==> src/rtl/lut_dump_pkg.sv <==
// Shared definitions for the LUT truth-table dumper: sweep states,
// default geometry and the number of packed words per sweep.
package lut_dump_pkg;

    typedef enum logic [1:0] {
        ST_IDLE  = 2'd0,
        ST_SWEEP = 2'd1,
        ST_DRAIN = 2'd2,
        ST_DONE  = 2'd3
    } dump_state_e;

    localparam int DEF_IN_BITS  = 8;
    localparam int DEF_OUT_BITS = 1;
    localparam int DEF_WORD_W   = 8;

    // Number of WORD_W-wide words holding the full truth table.
    function automatic int word_count(input int in_bits, input int out_bits, input int word_w);
        return ((1 << in_bits) * out_bits) / word_w;
    endfunction

endpackage

==> src/rtl/lut_dump_if.sv <==
// Valid/ready stream carrying packed truth-table words and their index.
interface lut_dump_if
    import lut_dump_pkg::*;
#(
    parameter int IN_BITS = DEF_IN_BITS,
    parameter int WORD_W  = DEF_WORD_W
) ();

    logic                out_valid;
    logic                out_ready;
    logic [WORD_W-1:0]   out_data;
    logic [IN_BITS-1:0]  out_idx;

    modport master (
        output out_valid,
        output out_data,
        output out_idx,
        input  out_ready
    );

    modport slave (
        input  out_valid,
        input  out_data,
        input  out_idx,
        output out_ready
    );

endinterface

==> src/rtl/lut_dump_packer.sv <==
// Pack-and-hold stage: samples are shifted into a word buffer (first sample
// ends up in the LSB field); a completed word moves into a one-entry
// valid/ready output register as soon as that register is free.
module lut_dump_packer
    import lut_dump_pkg::*;
#(
    parameter int IN_BITS  = DEF_IN_BITS,
    parameter int OUT_BITS = DEF_OUT_BITS,
    parameter int WORD_W   = DEF_WORD_W
) (
    input  logic                clk,
    input  logic                rst_n,
    input  logic                clr,
    input  logic                smp_en,
    input  logic [OUT_BITS-1:0] smp_data,
    input  logic                out_ready,
    output logic                pending,
    output logic                stall,
    output logic                out_valid,
    output logic [WORD_W-1:0]   out_data,
    output logic [IN_BITS-1:0]  out_idx
);

    localparam int FIELDS = WORD_W / OUT_BITS;
    localparam int CNT_W  = $clog2(FIELDS + 1);
    localparam int SHIFT  = WORD_W - OUT_BITS;
    localparam logic [CNT_W-1:0] CNT_FULL = CNT_W'(FIELDS);

    logic [WORD_W-1:0]  buf_q,   buf_d;
    logic [CNT_W-1:0]   cnt_q,   cnt_d;
    logic [CNT_W-1:0]   cnt_inc;
    logic               full_q,  full_d;
    logic               valid_q, valid_d;
    logic [WORD_W-1:0]  data_q,  data_d;
    logic [IN_BITS-1:0] idx_q,   idx_d;
    logic [IN_BITS-1:0] nidx_q,  nidx_d;
    logic               load;

    // A full buffer moves out whenever the output register is empty or
    // being drained this cycle; otherwise the sweep must stall.
    assign load      = full_q && (!valid_q || out_ready);
    assign stall     = full_q && valid_q && !out_ready;
    assign pending   = full_q;
    assign out_valid = valid_q;
    assign out_data  = data_q;
    assign out_idx   = idx_q;

    // Next-state for the shift buffer and the output register.
    always_comb begin
        buf_d   = buf_q;
        cnt_d   = cnt_q;
        cnt_inc = '0;
        full_d  = full_q;
        valid_d = valid_q;
        data_d  = data_q;
        idx_d   = idx_q;
        nidx_d  = nidx_q;
        if (clr) begin
            buf_d   = '0;
            cnt_d   = '0;
            full_d  = 1'b0;
            valid_d = 1'b0;
            data_d  = '0;
            idx_d   = '0;
            nidx_d  = '0;
        end else begin
            if (load) begin
                valid_d = 1'b1;
                data_d  = buf_q;
                idx_d   = nidx_q;
                nidx_d  = nidx_q + 1'b1;
                buf_d   = '0;
                cnt_d   = '0;
                full_d  = 1'b0;
            end else if (valid_q && out_ready) begin
                valid_d = 1'b0;
            end
            // A sample may land in the same edge as a load, so it builds
            // on the already-emptied buffer (no bubble between words).
            if (smp_en) begin
                buf_d   = (buf_d >> OUT_BITS) | (WORD_W'(smp_data) << SHIFT);
                cnt_inc = cnt_d + 1'b1;
                if (cnt_inc == CNT_FULL) begin
                    full_d = 1'b1;
                    cnt_d  = '0;
                end else begin
                    cnt_d = cnt_inc;
                end
            end
        end
    end

    // Buffer and output register flops.
    always_ff @(posedge clk or negedge rst_n) begin
        if (!rst_n) begin
            buf_q   <= '0;
            cnt_q   <= '0;
            full_q  <= 1'b0;
            valid_q <= 1'b0;
            data_q  <= '0;
            idx_q   <= '0;
            nidx_q  <= '0;
        end else begin
            buf_q   <= buf_d;
            cnt_q   <= cnt_d;
            full_q  <= full_d;
            valid_q <= valid_d;
            data_q  <= data_d;
            idx_q   <= idx_d;
            nidx_q  <= nidx_d;
        end
    end

endmodule

==> src/rtl/lut_table_dumper.sv <==
// Sweeps every input code of an external combinational neuron and streams
// its truth table out as packed words.
//
//   state    | meaning
//   ---------+-----------------------------------------------------------
//   ST_IDLE  | waiting for start; lut_addr parked at 0
//   ST_SWEEP | driving lut_addr, sampling lut_data each unstalled cycle
//   ST_DRAIN | last code sampled; waiting for the final word to transfer
//   ST_DONE  | one-cycle done pulse, then back to idle
module lut_table_dumper
    import lut_dump_pkg::*;
#(
    parameter int IN_BITS  = DEF_IN_BITS,
    parameter int OUT_BITS = DEF_OUT_BITS,
    parameter int WORD_W   = DEF_WORD_W
) (
    input  logic                clk,
    input  logic                rst_n,
    input  logic                start,
    output logic                busy,
    output logic                done,
    output logic [IN_BITS-1:0]  lut_addr,
    input  logic [OUT_BITS-1:0] lut_data,
    lut_dump_if.master          out_if
);

    localparam int N_WORDS = word_count(IN_BITS, OUT_BITS, WORD_W);
    localparam logic [IN_BITS-1:0] ADDR_MAX = '1;
    localparam logic [IN_BITS-1:0] LAST_IDX = IN_BITS'(N_WORDS - 1);

    dump_state_e        state_q, state_d;
    logic [IN_BITS-1:0] addr_q,  addr_d;
    logic               clr;
    logic               smp_en;
    logic               pending;
    logic               stall;

    assign lut_addr = addr_q;

    lut_dump_packer #(
        .IN_BITS  (IN_BITS),
        .OUT_BITS (OUT_BITS),
        .WORD_W   (WORD_W)
    ) u_packer (
        .clk       (clk),
        .rst_n     (rst_n),
        .clr       (clr),
        .smp_en    (smp_en),
        .smp_data  (lut_data),
        .out_ready (out_if.out_ready),
        .pending   (pending),
        .stall     (stall),
        .out_valid (out_if.out_valid),
        .out_data  (out_if.out_data),
        .out_idx   (out_if.out_idx)
    );

    // Sweep sequencing: next state, address and control strobes.
    always_comb begin
        state_d = state_q;
        addr_d  = addr_q;
        clr     = 1'b0;
        smp_en  = 1'b0;
        busy    = 1'b0;
        done    = 1'b0;
        case (state_q)
            ST_IDLE: begin
                if (start) begin
                    state_d = ST_SWEEP;
                    addr_d  = '0;
                    clr     = 1'b1;
                end
            end
            ST_SWEEP: begin
                busy = 1'b1;
                if (!stall) begin
                    smp_en = 1'b1;
                    addr_d = addr_q + 1'b1;
                    if (addr_q == ADDR_MAX) begin
                        state_d = ST_DRAIN;
                        addr_d  = '0;
                    end
                end
            end
            ST_DRAIN: begin
                busy = 1'b1;
                // Finish only once the last word itself has been taken.
                if (!pending && out_if.out_valid && out_if.out_ready &&
                    (out_if.out_idx == LAST_IDX)) begin
                    state_d = ST_DONE;
                end
            end
            ST_DONE: begin
                done    = 1'b1;
                state_d = ST_IDLE;
            end
            default: begin
                state_d = ST_IDLE;
            end
        endcase
    end

    // State and address registers.
    always_ff @(posedge clk or negedge rst_n) begin
        if (!rst_n) begin
            state_q <= ST_IDLE;
            addr_q  <= '0;
        end else begin
            state_q <= state_d;
            addr_q  <= addr_d;
        end
    end

endmodule
==> src/flat_wrapper.sv <==
// flat-port wrapper written by rule: the top's interface ports become plain ports
module lut_table_dumper_flat import lut_dump_pkg::*;
#(
    parameter int IN_BITS  = DEF_IN_BITS,
    parameter int OUT_BITS = DEF_OUT_BITS,
    parameter int WORD_W   = DEF_WORD_W
)
  (clk, rst_n, start, busy, done, lut_addr, lut_data, out_if_out_valid, out_if_out_data, out_if_out_idx, out_if_out_ready);
  lut_dump_if #(.IN_BITS(IN_BITS), .WORD_W(WORD_W)) out_if_i ();
  input  logic clk;
  input  logic rst_n;
  input  logic start;
  output logic busy;
  output logic done;
  output logic [IN_BITS-1:0] lut_addr;
  input  logic [OUT_BITS-1:0] lut_data;
  output wire logic [$bits(out_if_i.out_valid)-1:0] out_if_out_valid;
  output wire logic [$bits(out_if_i.out_data)-1:0] out_if_out_data;
  output wire logic [$bits(out_if_i.out_idx)-1:0] out_if_out_idx;
  input wire logic [$bits(out_if_i.out_ready)-1:0] out_if_out_ready;
  assign out_if_out_valid = out_if_i.out_valid;
  assign out_if_out_data = out_if_i.out_data;
  assign out_if_out_idx = out_if_i.out_idx;
  assign out_if_i.out_ready = out_if_out_ready;
  lut_table_dumper #(.IN_BITS(IN_BITS), .OUT_BITS(OUT_BITS), .WORD_W(WORD_W)) u_core (.clk(clk), .rst_n(rst_n), .start(start), .busy(busy), .done(done), .lut_addr(lut_addr), .lut_data(lut_data), .out_if(out_if_i));
endmodule
==> config.mk <==
export PLATFORM = sky130hd
export DESIGN_NAME = lut_table_dumper_flat
export DESIGN_NICKNAME = d
export VERILOG_FILES = /design/src/rtl/lut_dump_pkg.sv /design/src/rtl/lut_dump_if.sv /design/src/rtl/lut_dump_packer.sv /design/src/rtl/lut_table_dumper.sv /design/src/flat_wrapper.sv
export SDC_FILE = /design/constraint.sdc
export NUM_CORES = 1
export LEC_CHECK = 0
export BUFFER_PORTS_ARGS = -buffer_cell sky130_fd_sc_hd__buf_4
export CORE_MARGIN = 2
export CORE_UTILIZATION = 60
export DETAILED_ROUTE_END_ITERATION = 16
export PLACE_DENSITY_LB_ADDON = 0.12
export SLEW_MARGIN = 5
export SYNTH_ARGS = -nofsm -noshare
export SYNTH_HDL_FRONTEND = slang
export SYNTH_SLANG_ARGS = --single-unit
==> constraint.sdc <==
create_clock -name clk -period 3.2 [get_ports clk]
set_input_delay 0.16 -clock clk [delete_from_list [all_inputs] [get_ports clk]]
set_output_delay 0.16 -clock clk [all_outputs]
set_load 0.01 [all_outputs]
# Word-level counts from Yosys, hierarchy flattened
# Index checks and enable logic that the tools add are counted.
dict set report classes {
  n_eq_ne 10
  bitwise_logic 1
  n_mux 37
  n_reduce_logical 19
  add_sub_neg 3
}
# operator n
set op_table {}
lappend op_table {{$mux 8} 13}
lappend op_table {{$mux 4} 5}
lappend op_table {{$add 8x1->8 const B} 2}
lappend op_table {{$pmux 8 s2} 1}
lappend op_table {{$mux 1} 13}
lappend op_table {{$eq 8x5->1 const B} 1}
lappend op_table {{$eq 8x8->1 const B} 1}
lappend op_table {{$mux 2} 4}
lappend op_table {{$or 7x8->8} 1}
lappend op_table {{$pmux 2 s4} 1}
lappend op_table {{$logic_and 1x1->1} 7}
lappend op_table {{$reduce_bool 3->1} 2}
lappend op_table {{$add 4x1->4 const B} 1}
lappend op_table {{$eq 2x2->1 const B} 2}
lappend op_table {{$eq 4x4->1 const B} 1}
lappend op_table {{$ne 2x1->1 const B} 2}
lappend op_table {{$ne 2x2->1 const B} 2}
lappend op_table {{$reduce_and 4->1} 1}
lappend op_table {{$reduce_bool 2->1} 2}
lappend op_table {{$logic_not 1->1} 3}
lappend op_table {{$reduce_and 3->1} 1}
lappend op_table {{$eq 2x1->1 const B} 1}
lappend op_table {{$logic_not 2->1} 1}
lappend op_table {{$reduce_or 2->1} 1}
lappend op_table {{$logic_or 1x1->1} 1}
dict set report word_totals {
  out_inout_bits 27
  register_bits 48
  elab_cells 80
}

# Logic depth before layout (Yosys ltp)
dict set report logic_depth {
  depth_word 10
  ltp_mapped 8
  mapped_depth_nobuf 6
}

# Modules after synthesis
# Synthesis repeated with hierarchy kept, for this count alone.
dict set report unflattened {
  cells_unflattened 231
  area_unflattened_um2 2290.9
}
# mod seq_area_each_um2 cells_each area_per_inst_um2 instances
set by_module_without_submodules {}
lappend by_module_without_submodules {lut_dump_packer 950.9 164 1631.6 1}
lappend by_module_without_submodules {lut_table_dumper 250.2 67 659.4 1}

# Worst setup path before layout
# Ideal clock, no wire load.
dict set report synth_path {
  path_type {register -> register}
  start {reg u_core.state_q[1]}
  end {reg u_core.addr_q[7], in the netlist u_core.lut_addr[7]}
  period_less_slack_ns 1.973
  setup_slack_ns 1.227
  arrival_ns 1.896
  stages_incl_launch_ff 9
  path_buffers 2
  cell_sequence {dfrtp_1 inv_1 ha_1 buf_6 and4b_1 buf_6 or2_4 or4_1 a21oi_1}
}
dict set report synth_via {
  elab_chain_cells 3
  word_cells_on_any_way 7
  classes_between {3 x eq/ne; 1 x mux; 3 x reduce/logical}
}
# item line_no
set synth_rtl {}
lappend synth_rtl {{start: declaration} lut_table_dumper.sv:31} ;# dump_state_e state_q, state_d;
lappend synth_rtl {{start signal: assignment} lut_table_dumper.sv:109} ;# state_q <= state_d;
lappend synth_rtl {{$eq 2x1->1 or $logic_not 2->1 (tied branches)} lut_table_dumper.sv:66} ;# case (state_q)
lappend synth_rtl {{$ne 2x2->1 (no source line) or $reduce_bool 2->1 (tied branches)} -}
lappend synth_rtl {{$reduce_and 3->1 (no source line)} -}
lappend synth_rtl {{end signal: assignment} lut_table_dumper.sv:110} ;# addr_q <= addr_d;
lappend synth_rtl {{end: declaration} lut_table_dumper.sv:32} ;# logic [IN_BITS-1:0] addr_q, addr_d;
# Parallel ways exist; a longest one is shown, timed or not.
# A chain may end at the register's enable or synchronous reset.

# Final worst setup path
# Same ends and word-level chain as after synthesis.

==> flow_metrics.env <==
export IMPL_n_fill_cell=298
export IMPL_coreArea_um2=3630
export IMPL_drt_wl_total_um=4610
export IMPL_grt_pass1_wl_um=7680
export IMPL_portBuffers=31
export IMPL_drc=0
export IMPL_crit_family="simple AND/OR/NAND/NOR gates"
export IMPL_peakVddDrop_mv=0.372
export IMPL_rsz0062_at_grt="no"
export IMPL_first_iter_violations=159
export IMPL_tns_ns=0
export IMPL_core_rowCount=22
export IMPL_ctsResizeCount=0
export IMPL_final_hold_viol_count=0
export IMPL_crit_fanout=18
export IMPL_drt_pass1_iterations=4
export IMPL_dp_hpwl_um=3080
export IMPL_cts_root_buf="clkbuf_8"
export IMPL_dpl_instance_area_um2=2500
export IMPL_clk_path_buf_depth=2
export IMPL_postSynthCellCount=240
export IMPL_grt_overflow_total=0
export IMPL_drv_cap=0
export IMPL_yosys_area_top_type="dfrtp_1"
export IMPL_grt_use_total_pct=24.0
export IMPL_die_h_um=65.5
export IMPL_maxSlewViolCount=0
export IMPL_gp_congestion=0.895
export IMPL_path_cells="inv_1 -> ha_1 -> mux2i_1 -> or2_4 -> or4_1 -> a21oi_1"
export IMPL_io_pin_count=32
export IMPL_wire_per_inst_um=14.6
export IMPL_grt_start_max_net_pins=49
export IMPL_synth_cell_types=38
export IMPL_crit_buf_inv=1
export IMPL_netlist_area_leader_share_pct=53.0
export IMPL_final_cells=315
export IMPL_power_density_nw_per_um2=614
export IMPL_dp_cells=307
export IMPL_nets=278
export IMPL_die_area_um2=4280
export IMPL_fmax_mhz=434
export IMPL_antenna_found_initial=0
export IMPL_crit_slowest_cell="ha_1"
export IMPL_cts_htree_levels=2
export IMPL_worstSetupPathType="register to register"
export IMPL_met1_usage_pct=32.7
export IMPL_synth_edf_count=0
export IMPL_ant_nets=0
export IMPL_fin_skew_ns=0.00642
export IMPL_required_ns=3.43
export IMPL_cts_tree="done"
export IMPL_worst_slew_pin_slew_ns=0.757
export IMPL_clkSinkCount=48
export IMPL_setup_viol=0
export IMPL_outcome="completed"
export IMPL_seq_area_frac_synth_pct=53.0
export IMPL_start_kind="register"
export IMPL_synth_ff_type="dfrtp_1"
export IMPL_drive_gt1_share_pct=15.4
export IMPL_max_slew_margin_pct=49.4
export IMPL_avgSynthCellArea_um2=9.44
export IMPL_met3_usage_pct=6.16
export IMPL_area_growth_pct=14.3
export IMPL_period_needed_ns=2.31
export IMPL_start_util_pct=62.4
export IMPL_leakagePower_nw=1.19
export IMPL_synth_area_top_cells="dfrtp_1, nand2_1, a21oi_1, nand3_1, ha_1"
export IMPL_antenna_cells=0
export IMPL_fin_util_pct=71.3
export IMPL_fin_crit_sh_pct=72.0
export IMPL_hp_class="input port to register"
export IMPL_grt_busiest_layer="met2"
export IMPL_slowest_delay_ns=0.49
export IMPL_cts_buffers=5
export IMPL_critical_path_arrival_ns=2.53
export IMPL_clk_latency_ns=0.30
export IMPL_die_w_um=65.5
export IMPL_design_area_um2=2590
export IMPL_syn_nets=251
export IMPL_clk_pin_slew_ns=0.08
export IMPL_met2_usage_pct=37.1
export IMPL_ys_async_sr_fraction_pct=100
export IMPL_syn_cell_area_um2=2270
export IMPL_grt_pass1_vias=1676
export IMPL_ys_ff_latch=48
export IMPL_viasPerCell=5.70
export IMPL_vias=1795
export IMPL_yosys_warnings=0
export IMPL_worstSetupEndpointType="register"
[cells in the mapped netlist (3+ instances only)]
master,instances
nand4_1,4
a21oi_1,33
dfrtp_1,48
xor2_1,4
and2_1,3
nand2_1,50
inv_1,4
xnor2_1,7
clkbuf_1,10
or3_1,3
nor3_1,3
nor2_1,12
nand2b_1,5
nand3_1,18
o21ai_0,3
ha_1,6
[state kept, by name (all words and copies together), names as in the netlist]
name                       flops
u_core.lut_addr                8
u_core.u_packer.out_valid      1
u_core.u_packer.buf_q          8
u_core.u_packer.out_data       8
u_core.u_packer.nidx_q         8
u_core.u_packer.cnt_q          4
u_core.u_packer.out_idx        8
u_core.state_q                 2
u_core.u_packer.pending        1
[placed cells by master (no fill, tap or decap), types with 2 or more instances in the layout]
cell type and instances:
nand2_1 50, dfrtp_1 48, a21oi_1 33, buf_4 32, nand3_1 18, nor2_1 12, xnor2_1 7, ha_1 6
nand2b_1 5, clkbuf_8 5, inv_1 4, nand4_1 4, xor2_1 4, and2_1 3, o21ai_0 3, or3_1 3
nor3_1 3, o31ai_1 2, and3_1 2, nand4b_1 2, nor4_1 2
[layout make-up]
class / instances / area (um2) / share of cell area [%]
inverter: 4 / 15.0 / 0.580
sequential: 48 / 1200 / 46.4
clock buffer: 6 / 72.6 / 2.80
timing repair buffer: 33 / 250 / 9.66
multi-input combinational: 175 / 986 / 38.1
clock inverter: 1 / 5.00 / 0.193
tap: 48 / 60.1 / 2.32
[cells by family after synthesis]
family,synth area share (%)
xor gates and xnor gates,4.25
DFF,53.0
buffers and inverters,3.48
AOI/OAI and AO/OA,11.0
muxes,0.939
adders and majority gates,3.31
and+or+nand+nor,24.0
[layer usage]
layer,routed length (um),share of wire [%],vias to the layer above
met3,194,4.2,6
met4,69,1.5,0
met5,0,0,-
li1,-,-,880
met1,2200,48,864
met2,2140,46,45
[worst register-to-register path, cell delays in order (launching register included)]
cell	delay (ns)
dfrtp_1	0.41
inv_1	0.09
ha_1	0.49
mux2i_1	0.29
or2_4	0.31
or4_1	0.49
a21oi_1	0.15
[final timing paths]
| path | start | end | slack [ns] | cells past startpoint |
|---|---|---|---|---|
| max in group asynchronous | rst_n | u_core.u_packer.out_idx[4] | 2.38 | 2 |
| worst max register to register | u_core.state_q[1] | u_core.lut_addr[7] | 0.89 | 6 |
| worst min-delay path | lut_data | u_core.u_packer.buf_q[7] | 0.14 | 3 |
| min in group asynchronous | rst_n | u_core.lut_addr[3] | 0.40 | 2 |
| worst max-delay path | u_core.state_q[1] | u_core.lut_addr[7] | 0.89 | 6 |
| worst min register to register | u_core.u_packer.out_data[1] | u_core.u_packer.out_data[1] | 0.53 | 2 |
[what timing repair did]
| item | in CTS | in global routing |
|---|---|---|
| hold buffers | 1 | 0 |
| endpoints found under the hold margin | 48 | 0 |
| setup buffers | 0 | 0 |
| endpoints found under the setup margin | 0 | 0 |
[report_power, final]
group | switching, mW | internal, mW | total (mW)
Sequential | 0.0799 | 0.684 | 0.764
Clock | 0.188 | 0.149 | 0.337
Combinational | 0.282 | 0.207 | 0.489
[per-stage QoR]
step | total power [mW] | setup slack [ns] | hold WS (ns)
6_report | 1.59 | 0.895 | 0.139
5_1_grt | 1.70 | 0.740 | 0.146
4_1_cts | 1.60 | 0.900 | 0.139
3_5_place_dp | 1.26 | 0.907 | 0.208
3_3_place_gp | 1.25 | 0.992 | 0.203
2_1_floorplan | 1.11 | 1.23 | -0.136
Power figures use the tool's default switching activity.
